==> config.mk <==
export PLATFORM = sky130hd
export DESIGN_NAME = bram_port_arbiter
export DESIGN_NICKNAME = d
export VERILOG_FILES = /design/src/rtl/bram_port_arbiter.sv
export SDC_FILE = /design/constraint.sdc
export NUM_CORES = 1
export LEC_CHECK = 0
export CAP_MARGIN = 20
export CORE_ASPECT_RATIO = 0.9
export CORE_MARGIN = 4
export CORE_UTILIZATION = 33
export DETAILED_ROUTE_END_ITERATION = 10
export MAX_ROUTING_LAYER = met4
export PLACE_DENSITY = 0.78
export SLEW_MARGIN = 30
export SYNTH_ARGS = -nofsm -noshare
export SYNTH_HDL_FRONTEND = slang
export SYNTH_SLANG_ARGS = --single-unit
export TNS_END_PERCENT = 100
==> constraint.sdc <==
create_clock -name w_clk -period 3.1 [get_ports w_clk]
set_input_delay 0.465 -clock w_clk [delete_from_list [all_inputs] [get_ports w_clk]]
set_output_delay 0.465 -clock w_clk [all_outputs]
set_load 0.005 [all_outputs]
==> src/rtl/bram_port_arbiter.sv <==
// bram_port_arbiter: two-requester arbiter for a single BRAM port with burst-limited fairness
// and in-order read data return tagged per requester.
module bram_port_arbiter #(
    parameter int ADDR_WIDTH   = 11,
    parameter int DATA_WIDTH   = 8,
    parameter int READ_LATENCY = 2,
    parameter int MAX_BURST    = 16
) (
    input  logic                  w_clk,
    input  logic                  w_resetn,
    input  logic                  req0_valid,
    input  logic                  req0_we,
    input  logic [ADDR_WIDTH-1:0] req0_addr,
    input  logic [DATA_WIDTH-1:0] req0_wdata,
    output logic                  req0_ready,
    output logic                  req0_rvalid,
    input  logic                  req1_valid,
    input  logic                  req1_we,
    input  logic [ADDR_WIDTH-1:0] req1_addr,
    input  logic [DATA_WIDTH-1:0] req1_wdata,
    output logic                  req1_ready,
    output logic                  req1_rvalid,
    output logic [DATA_WIDTH-1:0] rdata,
    output logic                  bram_en,
    output logic                  bram_we,
    output logic [ADDR_WIDTH-1:0] bram_addr,
    output logic [DATA_WIDTH-1:0] bram_din,
    input  logic [DATA_WIDTH-1:0] bram_dout,
    output logic                  busy
);

    logic                    last_grant;
    logic [7:0]              cnt;
    logic [READ_LATENCY-1:0] sr_rd;
    logic [READ_LATENCY-1:0] sr_id;
    logic                    both;
    logic                    keep;
    logic                    gnt1;

    // A fresh contention (cnt==0) goes to the non-owner, so the reset value of 1 favours req0.
    always_comb begin
        both       = req0_valid & req1_valid;
        keep       = (cnt != 8'd0) && (cnt < 8'(MAX_BURST));
        gnt1       = both ? (keep ? last_grant : ~last_grant) : req1_valid;
        req1_ready = w_resetn & req1_valid & gnt1;
        req0_ready = w_resetn & req0_valid & ~gnt1;
        bram_en    = req0_ready | req1_ready;
        bram_we    = req1_ready ? req1_we : (req0_ready & req0_we);
        bram_addr  = req1_ready ? req1_addr : req0_addr;
        bram_din   = req1_ready ? req1_wdata : req0_wdata;
        busy       = (|sr_rd) | req0_rvalid | req1_rvalid;
    end

    always_ff @(posedge w_clk) begin
        if (!w_resetn) begin
            last_grant  <= 1'b1;
            cnt         <= 8'd0;
            sr_rd       <= '0;
            sr_id       <= '0;
            req0_rvalid <= 1'b0;
            req1_rvalid <= 1'b0;
            rdata       <= '0;
        end else begin
            if (bram_en)
                last_grant <= req1_ready;
            cnt         <= !both ? 8'd0 : (req1_ready != last_grant) ? 8'd1 :
                           (cnt == 8'hFF) ? cnt : cnt + 8'd1;
            sr_rd       <= READ_LATENCY'({sr_rd, bram_en & ~bram_we});
            sr_id       <= READ_LATENCY'({sr_id, req1_ready});
            req0_rvalid <= sr_rd[READ_LATENCY-1] & ~sr_id[READ_LATENCY-1];
            req1_rvalid <= sr_rd[READ_LATENCY-1] & sr_id[READ_LATENCY-1];
            rdata       <= bram_dout;
        end
    end

endmodule

==> out/qor.csv <==
metric;value;unit
MaxCap Viol Count;0;
Synth Register Bits;23;
CP required;2.63;ns
Final #Nets;253;
1st-iter DRT viols;26;
routed vias;1133;
Synth Area in XOR/XNOR;0.0151;
total die area;4540;um2
port bufs;85;
HP Class;flop to flop;
adder-cell share of the synthesized area;0.0215;
crit-path max FO;20;
Hold Vio Cnt, Final;0;
share of the clock period used by the worst path;0.961;
minimum clock period;2.98;ns
share of cells above drive strength 1;0.177;
first-pass GRT wire length;5650;um
Floorplan Core Area;3380;um2
Pint;0.549;mW
status;complete, no violations;
VDD IR max;0.215;mV
RSZ-0062 raised after global routing;no;
mux cell area share after synthesis;0.245;
Crit Path Category;flop to primary output;
startpoint types;flop;
DRT Wirelength;3660;um
top post-synthesis cells by area;dfxtp_1, mux2_4, and2_1, nor2_1, ha_1;
switching share of power;0.222;
CTS Buffer Depth;2;
cell taking the most area after synthesis;dfxtp_1;
Final HPWL DP;3050;um
PwrDens;327;nW/um2
reg2reg setup slack;1.32;ns
Sequential Power Share;0.446;
Syn Area/Cell;10.9;um2
total CTS buffers;3;
Ports;86;
Crit. End Element;primary output;
synth unique cells;33;
Routed Antenna Nets;0;
drt drc;0;
WL per Instance;15.1;um
Yosys top cell area share;0.396;
top_reg_cell synth;dfxtp_1;
clk sinks;23;
Leakage;0.862;nW
Final setup viols;0;
Via-to-Cell Ratio;4.68;
Die Span Y;64.3;um
largest net degree at the start of global routing;21;
Initial Utilization;0.344;
vias in the first global route;1152;
CTS H-tree lvls;1;
# Post-CTS Setup Buffers;0;
Place WS;0.150;ns
initial antenna violation count;0;
main combinational cell family by area after synthesis;multiplexers;
Final Max Slew Viols;0;
Synth Area in Compound Gates;0.0635;
Inserted Diodes;0;
Clock Skews;0.00362;ns
Max Freq;0.336;GHz
grt total ovfl;0;
Post-synth EDFFs;0;
gr usage total;0.162;
Yosys warnings;0;
Post-Synthesis Cells;107;
Switching Power;0.156;mW
worst skew pair latency;0.26;ns
Syn-to-layout area delta;85.3;%
Mapped Area;1160;um2
final setup margin;0.122;ns
most frequent cells in the layout;clkdlybuf4s50_1, dfxtp_1, mux2_4, and2_1, nor2_1;
Final GP Congestion;0.890;
Comb power frac;0.295;
Setup TNS Final;0;ns
most common cell after layout, fill and taps aside;clkdlybuf4s50_1;
die span in x;70.6;um
Post-synth ARST share;0;
final-layout fill cell count;272;
Worst EP arrival;2.51;ns
TritonRoute pass-1 iters;4;
Cell Rows;20;
Clk pwr share;0.260;
simple-gate portion of the synthesized area;0.210;
post-synthesis sequential area ratio;0.396;
TritonCTS clock tree;built;
clock transition at the registers of the reported paths;0.08;ns
Root Buffer;clkbuf_8;
==> per-layer routing <==
layer  track usage  up-vias  part of all wire
met3        0.0299        4             0.081
met2         0.286       63              0.49
met5             -        -                 0
met1         0.189      514              0.42
li1              -      552                 -
met4        0.0446        0            0.0052
==> path summary, 6_finish.rpt <==
path                                           from  cells past startpoint                endpoint
worst min register to register  sr_id[1]$_SDFF_PN0_                      1  req0_rvalid$_SDFF_PN0_
worst max-delay path            cnt[7]$_SDFFE_PP0P_                      6            bram_addr[7]
worst max register to register  cnt[7]$_SDFFE_PP0P_                      4     sr_rd[0]$_SDFF_PN0_
worst min-delay path            sr_id[1]$_SDFF_PN0_                      1  req0_rvalid$_SDFF_PN0_
==> Yosys cell counts (all sizes together) (2+ instances only) <==
cell type,instances
nand3,4
a31oi,2
nor3,4
o21ai,3
mux2,19
ha,2
nor2,7
dfxtp,23
inv,4
nand2,5
a21oi,3
buf,2
or4,2
and2,10
or3,2
==> through the flow <==
step                      area [um2]  instances   util  power [mW]  hold WS, ns
after floorplan                 1170        109      -       0.390        0.383
after global routing            2150        242  0.637       0.739        0.424
after CTS                       2150        242  0.636       0.711        0.411
after detailed placement        2090        238  0.618       0.528        0.400
after global placement          2090        238  0.618       0.523        0.393
final                           2150        242  0.637       0.705        0.410
==> what timing repair did <==
action | in CTS | in global routing
endpoints found under the hold margin | 0 | 0
gates resized for setup | 3 | 2
pin swaps | 1 | 1
hold buffers | 0 | 0
cloned | 0 | 0
endpoints found under the setup margin | 19 | 19
==> worst max-delay path: stages (launching register included) <==
cell and delay (ns):
dfxtp_1 0.33, or4_4 0.57, nor4b_4 0.34, nor3_4 0.07, buf_12 0.18, mux2_4 0.30
clkdlybuf4s50_1 0.47
==> registers in the layout, indices dropped and copies added (netlist names) <==
register / flops
last_grant: 1
sr_rd: 2
sr_id: 2
req1_rvalid: 1
rdata: 8
cnt: 8
req0_rvalid: 1
==> cell type report <==
cell class | count | area, um2 | area share
clock buffer | 3 | 41.3 | 0.0192
clock inverter | 1 | 5.00 | 0.00232
inverter | 4 | 15.0 | 0.00697
multi-input combinational | 78 | 682 | 0.317
sequential | 23 | 462 | 0.214
tap | 44 | 55.1 | 0.0256
timing repair buffer | 89 | 893 | 0.415
==> logic make-up after synthesis <==
| kind of cell | count (synthesis) |
|---|---|
| and+or+nand+nor | 40 |
| DFF | 23 |
| muxes | 19 |
| AOI/OAI and AO/OA | 12 |
| buffers and inverters | 8 |
| adders and majority gates | 2 |
| xor gates and xnor gates | 2 |
| other | 1 |
==> power groups by stage <==
stage | Combinational (mW) | Clock, mW | Sequential [mW]
after floorplan | 0.0690 | 0 | 0.321
after global placement | 0.203 | 0 | 0.320
after detailed placement | 0.207 | 0 | 0.321
after CTS | 0.209 | 0.187 | 0.314
after global routing | 0.221 | 0.202 | 0.316
final | 0.208 | 0.183 | 0.314
Power figures use the tool's default switching activity.
